### src/rtl/cost_bcd_converter.sv
// cost_bcd_converter
// ------------------
// Sequential binary-to-BCD converter for the parking-meter cost path. A
// binary cent value is captured on an accepted start strobe and converted by
// shift-and-add-3 (double dabble), one input bit per clock. The result lands
// on bcd/overflow together with a single-cycle done pulse BIN_W+1 cycles
// after the accepting edge.
//
// Parameters:
//   BIN_W   width of the binary input value
//   DIGITS  number of BCD digits produced (max value 10^DIGITS-1)
//
// Ports:
//   clk       system clock, rising-edge active
//   rst_n     asynchronous active-low reset
//   start     conversion request, sampled only while busy=0
//   bin       binary value, captured on the edge that accepts start
//   busy      high while a conversion is in progress
//   done      one-cycle pulse when bcd/overflow have been updated
//   bcd       result, digit i in bits [4i+3:4i], digit 0 = ones place
//   overflow  value exceeded 10^DIGITS-1 (held until the next done)
//
// Build option:
//   COST_BCD_SAT_EN  when defined, an out-of-range value saturates every
//                    digit to 9 and raises overflow. When undefined, bcd is
//                    bin mod 10^DIGITS, overflow is tied low and the
//                    overflow accumulator does not exist.

module cost_bcd_converter #(
  parameter int BIN_W  = 14,
  parameter int DIGITS = 4
) (
  input  logic                  clk,
  input  logic                  rst_n,
  input  logic                  start,
  input  logic [BIN_W-1:0]      bin,
  output logic                  busy,
  output logic                  done,
  output logic [4*DIGITS-1:0]   bcd,
  output logic                  overflow
);

  localparam int CNT_W = $clog2(BIN_W + 1);
  localparam int BCD_W = 4 * DIGITS;

  typedef enum logic [1:0] {
    IDLE,
    SHIFT,
    FINISH
  } state_t;

  state_t             state_q, state_d;
  logic [BIN_W-1:0]   sr_q, sr_d;
  logic [BCD_W-1:0]   dig_q, dig_d;
  logic [CNT_W-1:0]   cnt_q, cnt_d;
  logic               busy_q, busy_d;
  logic               done_q, done_d;
  logic [BCD_W-1:0]   bcd_q, bcd_d;

  // Working digits after the add-3 correction, and the digits after the
  // following one-bit left shift.
  logic [BCD_W-1:0]   dig_adj;
  logic [BCD_W-1:0]   dig_shift;

`ifdef COST_BCD_SAT_EN
  logic               ovf_acc_q, ovf_acc_d;
  logic               ovf_q, ovf_d;
  logic               carry_out;
  logic [BCD_W-1:0]   sat_val;
`endif

  // Add-3 correction: any digit of 5 or more would become 10 or more after
  // doubling, so pre-adding 3 makes the shift carry correctly into the next
  // digit.
  always_comb begin
    dig_adj = '0;
    for (int i = 0; i < DIGITS; i++) begin
      if (dig_q[4*i +: 4] >= 4'd5) begin
        dig_adj[4*i +: 4] = dig_q[4*i +: 4] + 4'd3;
      end else begin
        dig_adj[4*i +: 4] = dig_q[4*i +: 4];
      end
    end
  end

  // The MSB of the shift register enters digit 0; the top bit of the top
  // digit falls off, which is what makes the unsaturated result wrap to
  // bin mod 10^DIGITS.
  always_comb begin
    dig_shift = BCD_W'({dig_adj, sr_q[BIN_W-1]});
  end

`ifdef COST_BCD_SAT_EN
  // The bit leaving the top digit is worth 10^DIGITS, so seeing it at all
  // means the value is out of range.
  always_comb begin
    carry_out = dig_adj[BCD_W-1];
    sat_val   = '0;
    for (int i = 0; i < DIGITS; i++) begin
      sat_val[4*i +: 4] = 4'd9;
    end
  end
`endif

  // Next-state and datapath control. The counter starts at BIN_W on accept
  // and the last shift is the one taken while it reads 1, so exactly BIN_W
  // shifts happen before FINISH.
  always_comb begin
    state_d = state_q;
    sr_d    = sr_q;
    dig_d   = dig_q;
    cnt_d   = cnt_q;
    busy_d  = busy_q;
    done_d  = 1'b0;
    bcd_d   = bcd_q;
`ifdef COST_BCD_SAT_EN
    ovf_acc_d = ovf_acc_q;
    ovf_d     = ovf_q;
`endif

    case (state_q)
      IDLE: begin
        if (start) begin
          sr_d    = bin;
          dig_d   = '0;
          cnt_d   = CNT_W'(BIN_W);
          busy_d  = 1'b1;
          state_d = SHIFT;
`ifdef COST_BCD_SAT_EN
          ovf_acc_d = 1'b0;
`endif
        end
      end

      SHIFT: begin
        dig_d = dig_shift;
        sr_d  = sr_q << 1;
        cnt_d = cnt_q - CNT_W'(1);
`ifdef COST_BCD_SAT_EN
        if (carry_out) begin
          ovf_acc_d = 1'b1;
        end
`endif
        if (cnt_q == CNT_W'(1)) begin
          state_d = FINISH;
        end
      end

      FINISH: begin
        // busy drops on this same edge, so start can be accepted during
        // the done cycle.
        done_d  = 1'b1;
        busy_d  = 1'b0;
        state_d = IDLE;
`ifdef COST_BCD_SAT_EN
        ovf_d = ovf_acc_q;
        if (ovf_acc_q) begin
          bcd_d = sat_val;
        end else begin
          bcd_d = dig_q;
        end
`else
        bcd_d = dig_q;
`endif
      end

      default: begin
        state_d = IDLE;
        busy_d  = 1'b0;
      end
    endcase
  end

  // State and datapath registers. Reset aborts any conversion in flight
  // without issuing done.
  always_ff @(posedge clk or negedge rst_n) begin
    if (!rst_n) begin
      state_q <= IDLE;
      sr_q    <= '0;
      dig_q   <= '0;
      cnt_q   <= '0;
      busy_q  <= 1'b0;
      done_q  <= 1'b0;
      bcd_q   <= '0;
    end else begin
      state_q <= state_d;
      sr_q    <= sr_d;
      dig_q   <= dig_d;
      cnt_q   <= cnt_d;
      busy_q  <= busy_d;
      done_q  <= done_d;
      bcd_q   <= bcd_d;
    end
  end

`ifdef COST_BCD_SAT_EN
  // Overflow accumulator and the registered overflow flag.
  always_ff @(posedge clk or negedge rst_n) begin
    if (!rst_n) begin
      ovf_acc_q <= 1'b0;
      ovf_q     <= 1'b0;
    end else begin
      ovf_acc_q <= ovf_acc_d;
      ovf_q     <= ovf_d;
    end
  end

  assign overflow = ovf_q;
`else
  assign overflow = 1'b0;
`endif

  assign busy = busy_q;
  assign done = done_q;
  assign bcd  = bcd_q;

endmodule

### config.mk
export PLATFORM = sky130hd
export DESIGN_NAME = cost_bcd_converter
export DESIGN_NICKNAME = d
export VERILOG_FILES = /design/src/rtl/cost_bcd_converter.sv
export SDC_FILE = /design/constraint.sdc
export NUM_CORES = 1
export LEC_CHECK = 0
export ABC_AREA = 1
export CORE_MARGIN = 2
export CORE_UTILIZATION = 48
export CTS_BUF_LIST = sky130_fd_sc_hd__clkbuf_4
export CTS_CLUSTER_DIAMETER = 120
export DETAILED_ROUTE_END_ITERATION = 10
export GPL_ROUTABILITY_DRIVEN = 0
export PLACE_DENSITY = 0.71
export SETUP_SLACK_MARGIN = 0.02
export SLEW_MARGIN = 20
export SYNTH_ARGS = -nofsm -noshare
export SYNTH_HDL_FRONTEND = slang
export SYNTH_SLANG_ARGS = --single-unit
### constraint.sdc
create_clock -name clk -period 1.3 [get_ports clk]
set_clock_uncertainty 0.1 [all_clocks]
set_input_delay 0.39 -clock clk [delete_from_list [all_inputs] [get_ports clk]]
set_output_delay 0.39 -clock clk [all_outputs]
set_load 0.01 [all_outputs]
==> results.sh, run 1 <==
export IMPL_io_buffer_count=34
export IMPL_dieArea_mm2=0.00607
export IMPL_post_place_ws_ns=-0.316
export IMPL_first_pass_iters=4
export IMPL_maxCapViolations=0
export IMPL_die_w_um=77.9
export IMPL_syn_to_final_growth_pct=44.1
export IMPL_nNetsFinal=415
export IMPL_initial_core_util_pct=50.4
export IMPL_critical_path_cell_chain="buf_2"
export IMPL_critical_path_max_fanout=2
export IMPL_antenna_cells=0
export IMPL_failed_checks="negative setup slack"
export IMPL_htree_num_levels=2
export IMPL_synth_top_cells_by_area="dfrtp_1 (52%), nand2_1 (16%), ha_1 (4.8%)"
export IMPL_syn_instance_count=303
export IMPL_drcViolationCount=0
export IMPL_route_antenna_remaining_nets=0
export IMPL_final_min_clock_period_ns=1.42
export IMPL_synth_seq_cells=54
export IMPL_cts_clk_slew_worst_paths_ns=0.15
export IMPL_synth_distinct_cells=25
export IMPL_crit_path_end_kind="output pin"
export IMPL_leakage_nw=1.98
export IMPL_timing_reg2reg_worst_path_depth=5
export IMPL_critical_path_top_delay_family="flip-flops"
export IMPL_run_status="finished with violations"
export IMPL_postSynthNetCount=330
export IMPL_critPathArrivalTime_ns=0.93
export IMPL_final_min_period_over_clock_period_pct=109
export IMPL_final_common_cell="nand2_1"
export IMPL_critical_path_depth=1
export IMPL_insertion_delay_ns=0.36
export IMPL_criticalPathCategory="reg -> out"
export IMPL_layout_common_cells="nand2_1 (79), dfrtp_1 (54), buf_4 (41)"
export IMPL_synthesis_area_mm2=0.00262
export IMPL_seq_area_frac_synth_pct=51.5
export IMPL_worst_endpoint_required_ns=0.81
export IMPL_clock_sink_count=54
export IMPL_max_clock_path_buffers=2
export IMPL_report_final_slew_viol_count=0
export IMPL_cp_max_delay_cell="dfrtp_1"
export IMPL_final_layout_size_suffix_gt1_share_pct=43.2
export IMPL_floorplan_rows=26
export IMPL_num_io_pins=36
export IMPL_start_kind="flip-flop"
export IMPL_postLayoutCoreUtil_pct=72.6
export IMPL_drt_total_wl_mm=6.23
export IMPL_min_path_type="in -> async"
export IMPL_post_drt_wl_per_cell_um=13.6
export IMPL_cts_root_buffer="clkbuf_4"
export IMPL_p_per_area_mw_per_mm2=2250
export IMPL_timing_final_hold_violations=0
export IMPL_finalSetupTns_ns=-1.67
export IMPL_grt_use_total_pct=17.9
export IMPL_antenna_found_initial=0
export IMPL_placed_cells=422
export IMPL_synth_area_per_cell_um2=8.66
export IMPL_max_freq_mhz=704
export IMPL_global_route_overflow_total=0
export IMPL_cp_slowest_stage_delay_ns=0.42
export IMPL_unrepaired_setup_endpoints_after_global_routing="yes"
export IMPL_grt_max_degree=33
export IMPL_core_mm2=0.00520
export IMPL_final_instance_count_excl_fill=459
export IMPL_via_count_normalized_by_instance_count=5.03
export IMPL_synth_warnings=0
export IMPL_power_ir_vdd_worst_mv=1.40
export IMPL_grt_first_pass_wirelength_mm=8.76
export IMPL_drt_iter0_markers=129
export IMPL_final_critical_path_setup_slack_ns=-0.120
export IMPL_tritoncts="done"
export IMPL_die_y_um=77.9
export IMPL_tritoncts_num_buffers=5
export IMPL_vias=2309
export IMPL_worst_path_buf_inv=1
export IMPL_yosys_area_top_type_share_pct=51.5
export IMPL_setup_viol=23
export IMPL_detailed_placer_s_ending_hpwl_mm=3.62
export IMPL_grt_pass1_vias=2012
export IMPL_synth_top_cell_by_area="dfrtp_1"
[cells by family (layout without fill, tap and decap cells)]
family                     after synthesis  count (layout)  synth area share (%)
buffers and inverters                   37             123                  6.91
and+or+nand+nor                        168             168                  30.1
adders and majority gates               10              10                  4.77
DFF                                     54              54                  51.5
other                                    1               1                 0.143
AOI/OAI and AO/OA                       33              33                  6.58
[area by class of cell]
class,instances,area [um2]
timing repair buffer,88,797
sequential,54,1350
inverter,27,111
tap,70,87.6
multi-input combinational,212,1360
clock inverter,3,40.0
fill,396,1430
clock buffer,5,37.5
[routing by layer]
layer	routed length (um)	vias to the layer above	track usage, %
met5	0	-	0
met4	33	0	4.91
met2	3390	52	31.0
li1	-	1137	-
met3	230	6	2.67
met1	2570	1114	23.4
[flip-flops by register name (all words and copies together) (netlist names)]
| name | count |
|---|---|
| bcd | 16 |
| dig_q | 16 |
| sr_q | 14 |
| cnt_q | 4 |
| state_q | 2 |
| busy | 1 |
| done | 1 |
[Yosys cell counts]
library cell / instances
nand2_1: 109
dfrtp_1: 54
inv_1: 23
nand3_1: 23
o21ai_0: 22
nand2_2: 12
ha_1: 10
nand3_2: 10
o21ai_1: 9
nand4_1: 6
buf_2: 4
buf_4: 3
buf_6: 3
nor2_1: 3
inv_2: 2
a21oi_1: 1
a22oi_2: 1
clkinv_2: 1
conb_1: 1
inv_4: 1
nand2_4: 1
nand3b_1: 1
nor2_2: 1
nor2_4: 1
nor3_1: 1
[metrics by stage]
| step | area, um2 | hold WS (ns) | total power, mW |
|---|---|---|---|
| finish | 3780 | 0.295 | 8.52 |
| floorplan | 2620 | -0.00559 | 4.99 |
| global route | 3780 | 0.283 | 9.19 |
| detailed placement | 3250 | 0.168 | 6.36 |
| global placement | 3250 | 0.164 | 6.24 |
| CTS | 3340 | 0.283 | 7.31 |
[path summary, 6_finish.rpt]
check,start,slack [ns],end
worst min register to register,sr_q[0],0.40,sr_q[0]
worst max register to register,state_q[0],-0.02,sr_q[8]
worst max-delay path,bcd[9],-0.12,bcd[9]
max in group asynchronous,rst_n,0.38,dig_q[0]
min in group clk,sr_q[0],0.40,sr_q[0]
worst min-delay path,rst_n,0.29,state_q[0]
[power by group]
| part | total [mW] | internal [mW] | switching, mW |
|---|---|---|---|
| Clock | 0.919 | 0.400 | 0.520 |
| Combinational | 4.72 | 2.26 | 2.46 |
| Sequential | 2.88 | 2.36 | 0.523 |
[timing repair]
action,4_1_cts,5_1_grt
setup endpoints to repair,29,47
pin swaps,1,31
gates resized for setup,82,77
endpoints found under the hold margin,6,0
hold buffers,1,0
cloned,0,2
setup buffers,9,18
Power figures use the tool's default switching activity.
==> inputs of run 2 (changes only) <==
--- a/config.mk
+++ b/config.mk
@@ -6,6 +6,7 @@
 export NUM_CORES = 1
 export LEC_CHECK = 0
 export ABC_AREA = 1
+export CORE_ASPECT_RATIO = 0.7
 export CORE_MARGIN = 2
 export CORE_UTILIZATION = 48
 export CTS_BUF_LIST = sky130_fd_sc_hd__clkbuf_4
==> results.sh, run 2 (synthesized netlist as in run 1, its figures left out) <==
export IMPL_run_status="finished with violations"
export IMPL_failed_checks="negative setup slack"
export IMPL_die_w_um=92.4
export IMPL_critPathArrivalTime_ns=0.92
export IMPL_antenna_found_initial=0
export IMPL_final_common_cell="nand2_1"
export IMPL_cts_clk_slew_worst_paths_ns=0.14
export IMPL_detailed_placer_s_ending_hpwl_mm=3.68
export IMPL_final_layout_size_suffix_gt1_share_pct=37.5
export IMPL_htree_num_levels=2
export IMPL_core_mm2=0.00526
export IMPL_drcViolationCount=0
export IMPL_maxUsedRoutingLayer="met4"
export IMPL_placed_cells=421
export IMPL_cp_max_delay_cell="dfrtp_1"
export IMPL_leakage_nw=1.90
export IMPL_criticalPathCategory="reg -> out"
export IMPL_finalPower_mw=8.23
export IMPL_dieArea_mm2=0.00608
export IMPL_max_clock_path_buffers=2
export IMPL_grt_use_total_pct=20.0
export IMPL_first_pass_iters=4
export IMPL_final_min_period_over_clock_period_pct=109
export IMPL_critical_path_top_delay_family="flip-flops"
export IMPL_postLayoutCoreUtil_pct=69.2
export IMPL_regToRegEndpoint="dig_q[2]"
export IMPL_drt_total_wl_mm=5.84
export IMPL_report_final_slew_viol_count=0
export IMPL_crit_path_end_kind="output pin"
export IMPL_setup_viol=18
export IMPL_cts_root_buffer="clkbuf_4"
export IMPL_start_kind="flip-flop"
export IMPL_num_io_pins=36
export IMPL_floorplan_rows=22
export IMPL_hold_path_cell_count=2
export IMPL_power_ir_vdd_worst_mv=0.977
export IMPL_grt_pass1_vias=2127
export IMPL_timing_final_hold_violations=0
export IMPL_via_count_normalized_by_instance_count=4.94
export IMPL_worstReg2RegStart="dig_q[0]"
export IMPL_tritoncts="done"
export IMPL_clock_sink_count=54
export IMPL_p_per_area_mw_per_mm2=2260
export IMPL_min_path_type="reg -> reg"
export IMPL_tritoncts_num_buffers=5
export IMPL_antenna_cells=0
export IMPL_reg2reg_slack_ns=0.04
export IMPL_unrepaired_setup_endpoints_after_global_routing="yes"
export IMPL_layout_common_cells="nand2_1 (92), dfrtp_1 (51), buf_4 (31)"
export IMPL_grt_first_pass_wirelength_mm=9.60
export IMPL_critical_path_cell_chain="buf_2"
export IMPL_max_freq_mhz=707
export IMPL_route_antenna_remaining_nets=0
export IMPL_nNetsFinal=403
export IMPL_post_drt_wl_per_cell_um=13.0
export IMPL_final_min_clock_period_ns=1.41
export IMPL_wl_met2_mm=2.74
export IMPL_cp_slowest_stage_delay_ns=0.41
export IMPL_syn_to_final_growth_pct=38.6
export IMPL_critical_path_max_fanout=2
export IMPL_maxCapViolations=0
export IMPL_n_fill_cell=395
export IMPL_io_buffer_count=34
export IMPL_global_route_overflow_total=0
export IMPL_final_instance_count_excl_fill=448
export IMPL_insertion_delay_ns=0.37
export IMPL_min_to="sr_q[2]"
export IMPL_drt_iter0_markers=95
export IMPL_worst_path_buf_inv=1
export IMPL_die_y_um=65.9
export IMPL_worst_endpoint_required_ns=0.81
export IMPL_wl_met3_um=220
export IMPL_route_layer_met1_wl_mm=2.79
export IMPL_final_critical_path_setup_slack_ns=-0.114
export IMPL_startpoint_of_the_most_critical_hold_path="sr_q[2]"
export IMPL_initial_core_util_pct=49.9
export IMPL_vias=2215
export IMPL_grt_max_degree=55
export IMPL_timing_reg2reg_worst_path_depth=7
## run 2: cell types whose count changed in the layout (fill, tap and decap cells not counted), sizes merged
cell / previous run / this run
clkbuf: 7 / 6
clkinv: 2 / 1
buf: 70 / 59
## run 2: what timing repair did
action                                  CTS  global route
resized for setup                        80            69
hold buffers                              1             0
cloned                                    0             1
hold endpoints to repair                 54             0
endpoints found under the setup margin   29            46
pin swaps                                 0            18
setup buffers                             8            10
## run 2: metal layers
metal | up-vias | global-route usage, %
met5 | - | 0
met1 | 1044 | 27.6
met2 | 41 | 32.8
met3 | 11 | 3.76
li1 | 1119 | -
met4 | 0 | 5.60
## run 2: power breakdown
part	switching (mW)	leakage, nW	internal [mW]
clock	0.496	0.0387	0.390
combinational	2.32	1.20	2.07
sequential	0.583	0.665	2.37
## run 2: final cells by class
cell class                      instances  area [um2]  share of cell area, %
Sequential cell                        54        1360                   37.3
Clock buffer                            5        37.5                   1.03
Inverter                               27         111                   3.06
Multi-Input combinational cell        212        1330                   36.5
Clock inverter                          2        33.8                  0.929
Timing Repair Buffer                   76         682                   18.8
Tap cell                               72        90.1                   2.48
## run 2: how the worst max path moves through the flow
stage	from	to	slack (ns)	depth (start not counted)
6_report	bcd[12]	bcd[12]	-0.11	1
5_1_grt	bcd[12]	bcd[12]	-0.16	1
4_1_cts	bcd[10]	bcd[10]	-0.13	1
3_5_place_dp	start	dig_q[12]	-0.31	7
3_3_place_gp	start	sr_q[3]	-0.29	7
2_1_floorplan	dig_q[8]	dig_q[10]	0.07	8
## run 2: worst min-delay path: cells and delay by family, from the launching register on
kind	cells	cell delay (ns)
AND/OR/NAND/NOR	2	0.10
flip-flops	1	0.37
## run 2: stage by stage
| stage | hold slack [ns] | worst slack, ns | instance area [um2] | setup TNS [ns] |
|---|---|---|---|---|
| floorplan | -0.00559 | 0.0703 | 2620 | 0 |
| global placement | 0.309 | -0.286 | 3230 | -9.60 |
| detailed placement | 0.308 | -0.314 | 3230 | -10.23 |
| CTS | 0.395 | -0.134 | 3300 | -2.02 |
| global route | 0.427 | -0.162 | 3640 | -2.82 |
| finish | 0.403 | -0.114 | 3640 | -1.74 |
==> inputs of run 3 (changes only) <==
--- a/config.mk
+++ b/config.mk
@@ -6,6 +6,7 @@
 export NUM_CORES = 1
 export LEC_CHECK = 0
 export ABC_AREA = 1
+export CAP_MARGIN = 5
 export CORE_ASPECT_RATIO = 0.7
 export CORE_MARGIN = 2
 export CORE_UTILIZATION = 48
==> results of run 3 <==
Same layout as run 2: the final DEF is identical, and so are final timing and power.
==> patch 1 (config.mk and constraints of run 3) <==
The parameter `DIGITS` goes from 4 to 5.
--- a/src/rtl/cost_bcd_converter.sv
+++ b/src/rtl/cost_bcd_converter.sv
@@ -30,3 +30,3 @@
   parameter int BIN_W  = 14,
-  parameter int DIGITS = 4
+  parameter int DIGITS = 5
 ) (
Ports: changed (resized bcd); port bits go from 36 to 40. The function was not compared with the original's and may differ.
==> patch 1 against run 3 <==
  * The flow still finishes with violations (setup timing)
  * Combinational power rose by 46%
  * Routed wire length rose by 50%
  * Power rose by 32%
  * Area after synthesis rose by 15%
  * Design area rose by 29%
  * Synthesized cell count rose by 16%
  * Worst setup slack got worse by 0.041 ns
  * Die area rose by 14%
  * Critical path depth did not move
  * Sequential cell count rose by 8
  * Via count rose by 31%
==> patch 1: results (changes against run 3) <==
| Metric | Value |
|---|---|
| Outcome | finished with violations |
| Failing checks | setup timing |
| Input/output buffers | 38 (+12%) |
| Placed cell count | 480 (+14%) |
| TritonCTS buffer count | 9 (+4) |
| Met1 WL | 3634 um (+30%) |
| Fin Hold WS | 0.3916 ns (-0.01149 ns) |
| Clock slew at reported path FFs | 0.10 ns (-0.04 ns) |
| Reg2reg end | sr_q[11]$_DFFE_PN0P_ |
| Filler cell count | 388 (-1.8%) |
| Final setup viols | 41 (+23) |
| Synthesized Nets | 380 (+15%) |
| Worst-Skew Late Latency | 0.42 ns (+0.05 ns) |
| GR Layer Usage met2 | 0.3071 (-0.02141) |
| Pleak | 2.446 nW (+29%) |
| Crit path DAT | 0.97 ns (+0.05 ns) |
| Dpl ws | -0.3501 ns (-0.03651 ns) |
| Largest net degree at the start of global routing | 63 (+15%) |
| DR WL met3 | 503 um (+130%) |
| Synth cell count leaders | nand2_1 (128), dfrtp_1 (62), nand3_1 (38), o21ai_0 (36), inv_1 (29) |
| H-tree levels | 3 (+1) |
| Combinational Power Share | 0.588 (+0.054) |
| Final WS setup | -0.1551 ns (-0.04070 ns) |
| Post-CTS sizing | 101 (+26%) |
| Post-Synth Adder-Cell Area | 0.04971 (+0.002023) |
| GR Util met3 | 0.07708 (+0.03945) |
| Max IR drop VDD | 1.342 mV (+37%) |
| Layout cells sized above 1 | 0.4957 (+0.1207) |
| First-pass GRT wire length | 10670 um (+11%) |
| R2r startpoint | state_q[1]$_DFFE_PN0P_ |
| Sequential power share | 0.314 (-0.045) |
[patch 1: worst max path at each step]
stage	from	end	cells after the start
detailed placement	start	sr_q[11]$_DFFE_PN0P_	6
CTS	bcd[10]$_DFFE_PN0P_	bcd[10]	1
global route	bcd[1]$_DFFE_PN0P_	bcd[1]	1
floorplan	dig_q[12]$_DFFE_PN0P_	dig_q[13]$_DFFE_PN0P_	8
global placement	start	sr_q[12]$_DFFE_PN0P_	6
finish	bcd[5]$_DFFE_PN0P_	bcd[5]	1
[patch 1: cell type report]
| cell class | instances | area, um2 | area share |
|---|---|---|---|
| multi-input cells | 246 | 1794 | 0.3818 |
| flip-flops and latches | 62 | 1553 | 0.3304 |
| repair buffers | 110 | 974.7 | 0.2074 |
| inverters | 32 | 158.9 | 0.03381 |
| well taps | 78 | 97.59 | 0.02077 |
| clock buffers | 11 | 82.58 | 0.01757 |
| repair inverters | 2 | 25.02 | 0.005325 |
| clock inverters | 3 | 13.76 | 0.002929 |
==> patch 2 (settings of run 3) <==
Without the edit above. Take the reset off `sr_q` and load it in a clocked block of its own.
--- a/src/rtl/cost_bcd_converter.sv
+++ b/src/rtl/cost_bcd_converter.sv
@@ -178,3 +178,2 @@
       state_q <= IDLE;
-      sr_q    <= '0;
       dig_q   <= '0;
@@ -186,3 +185,2 @@
       state_q <= state_d;
-      sr_q    <= sr_d;
       dig_q   <= dig_d;
@@ -193,2 +191,6 @@
     end
+  end
+
+  always_ff @(posedge clk) begin
+    sr_q <= sr_d;
   end
Behaviour: same outputs for any inputs over 10 cycles, from zero or initial values and one cycle with rst_n low; that may be too few to reach the edited logic, so the function may still have changed.
==> patch 2 against run 3 <==
  * Routed wire length increased by 0.31%
  * Clock power increased by 31%
  * Utilization increased by 0.66 points
  * Sequential cell count unchanged
  * Largest power group unchanged
  * The run still ends with setup timing left
  * Power increased by 7.6%
  * Highest routed layer unchanged
  * Critical path type unchanged
  * Area after synthesis decreased by 1.9%
  * Worst setup slack got worse by 0.027 ns
  * Design area decreased by 0.10%
==> patch 2: results (changes against run 3) <==
| Metric | Value |
|---|---|
| Outcome | finished with violations |
| Failing checks | setup timing |
| Post-synth EDFFs | 14 (+14) |
| Placed Area | 3114 um2 (-3.5%) |
| Fraction of registers with async set/reset | 0.7407 (-0.2593) |
| Yosys cell types | 23 (-8.0%) |
| Final WS setup | -0.1410 ns (-0.02661 ns) |
| Hold Path Class | in2async |
| Global Route Usage Sum | 0.1821 (-0.01815) |
| Vias in the first global route | 1981 (-6.9%) |
| Post-DP HPWL | 3432 um (-6.7%) |
| Initial antenna violation count | 0 (unchanged) |
| Clk buf depth | 2 (unchanged) |
| Register area share after synthesis | 0.5520 (+0.03697) |
| Delay-heaviest family, CP | flip-flops |
| Synth warn | 0 (unchanged) |
| Synthesized Nets | 314 (-4.8%) |
| CP max FO | 2 (unchanged) |
| 1st-iter DRT viols | 133 (+40%) |
| Worst-Skew Late Latency | 0.39 ns (+0.02 ns) |
| Slowest-stage cell, CP | dfrtp_1 |
| Crit path DAT | 0.95 ns (+0.03 ns) |
| Final setup viols | 19 (+1) |
| Clock slew at reported path FFs | 0.17 ns (+0.03 ns) |
| Max IR drop VDD | 1.323 mV (+35%) |
| Dominant cells by area after synthesis | dfrtp_1 (39%), edfxtp_1 (16%), nand2_1 (16%) |
| Layout cells sized above 1 | 0.3767 (+0.001694) |
| TritonCTS buffer count | 5 (unchanged) |
| Antenna fix cells | 0 (unchanged) |
| H-tree levels | 2 (unchanged) |
| Input/output buffers | 34 (unchanged) |
| DR vias | 2203 (-0.54%) |
| Clk Tree Root Cell | clkbuf_4 |
| DR pass1 iterations | 4 (unchanged) |
| Dpl ws | -0.3382 ns (-0.02460 ns) |
| Post-Route WL | 5859 um (+0.31%) |
| Pleak | 1.793 nW (-5.7%) |
| Fin nets | 395 (-2.0%) |
| Main synth FF type | dfrtp_1 |
| Synth cell count leaders | nand2_1 (110), dfrtp_1 (40), inv_1 (24), o21ai_0 (24), nand3_1 (20) |
| First-pass GRT wire length | 8659 um (-9.8%) |
| Largest stage delay on the critical path | 0.42 ns |
| Largest net degree at the start of global routing | 41 (-25%) |
[patch 2: changes by cell type after synthesis, sizes merged, moves of 2 or more]
cell	run 3	this run
dfrtp	54	40
edfxtp	0	14
inv	26	28
nand2	122	112
nand3	33	20
nand4	6	8
nor2	5	8
o21bai	0	3
[patch 2: tightest hold or removal path, delay by kind of cell]
kind | cells | cell delay [ns]
buffers and inverters | 3 | 0.86
[patch 2: cells by family after synthesis]
group,Yosys count,share of synthesized area
fa+ha+maj,10,0.04859
other cells,1,0.001456
flops,54,0.5520
buf+inv,37,0.07143
compound gates,35,0.08066
simple gates,150,0.2459
[patch 2: repair_timing]
action,in CTS,in global routing
buffers inserted,12,12
hold buffers,1,0
cloned,0,3
gates resized for setup,87,71
pin swaps,3,21
hold endpoints to repair,40,0
endpoints found under the setup margin,51,45
[patch 2: stage by stage]
stage / cells / TNS (ns) / power [mW]
after floorplan: 287 / 0 / 5.119
after global placement: 406 / -10.56 / 6.331
after detailed placement: 406 / -10.88 / 6.455
after CTS: 427 / -2.051 / 7.715
after global routing: 441 / -3.208 / 9.555
final: 441 / -2.161 / 8.855
[patch 2: area by class of cell]
class | instances | area, um2
fillers | 389 | 1570
flip-flops and latches | 54 | 1423
multi-input cells | 196 | 1200
repair buffers | 81 | 665.6
inverters | 28 | 130.1
well taps | 72 | 90.09
clock inverters | 3 | 68.82
clock buffers | 5 | 37.54
repair inverters | 2 | 17.52
[patch 2: worst paths after layout]
path	startpoint	endpoint	slack, ns	depth (start not counted)
worst max-delay path	bcd[7]$_DFFE_PN0P_	bcd[7]	-0.14	1
worst min-delay path	rst_n	bcd[11]$_DFFE_PN0P_	0.37	3
worst min register to register	bcd[6]$_DFFE_PN0P_	bcd[6]$_DFFE_PN0P_	0.40	2
max in group asynchronous	rst_n	state_q[0]$_DFFE_PN0P_	0.51	3
min in group clk	bcd[6]$_DFFE_PN0P_	bcd[6]$_DFFE_PN0P_	0.40	2
worst max register to register	state_q[1]$_DFFE_PN0P_	dig_q[4]$_DFFE_PN0P_	-0.01	6
[patch 2: metal layers]
layer  track usage  vias up  routed length [um]
li1              -     1100                   -
met1        0.2525     1034                2710
met2        0.2923       67                2771
met3       0.04128        2                 348
met4       0.04924        0                  28
met5             0        -                   0
[patch 2: where the power goes]
part	switching, mW	total, mW	internal (mW)
clock	0.555	1.16	0.602
combinational	2.54	4.64	2.11
sequential	0.478	3.05	2.58
total	3.57	8.86	5.29
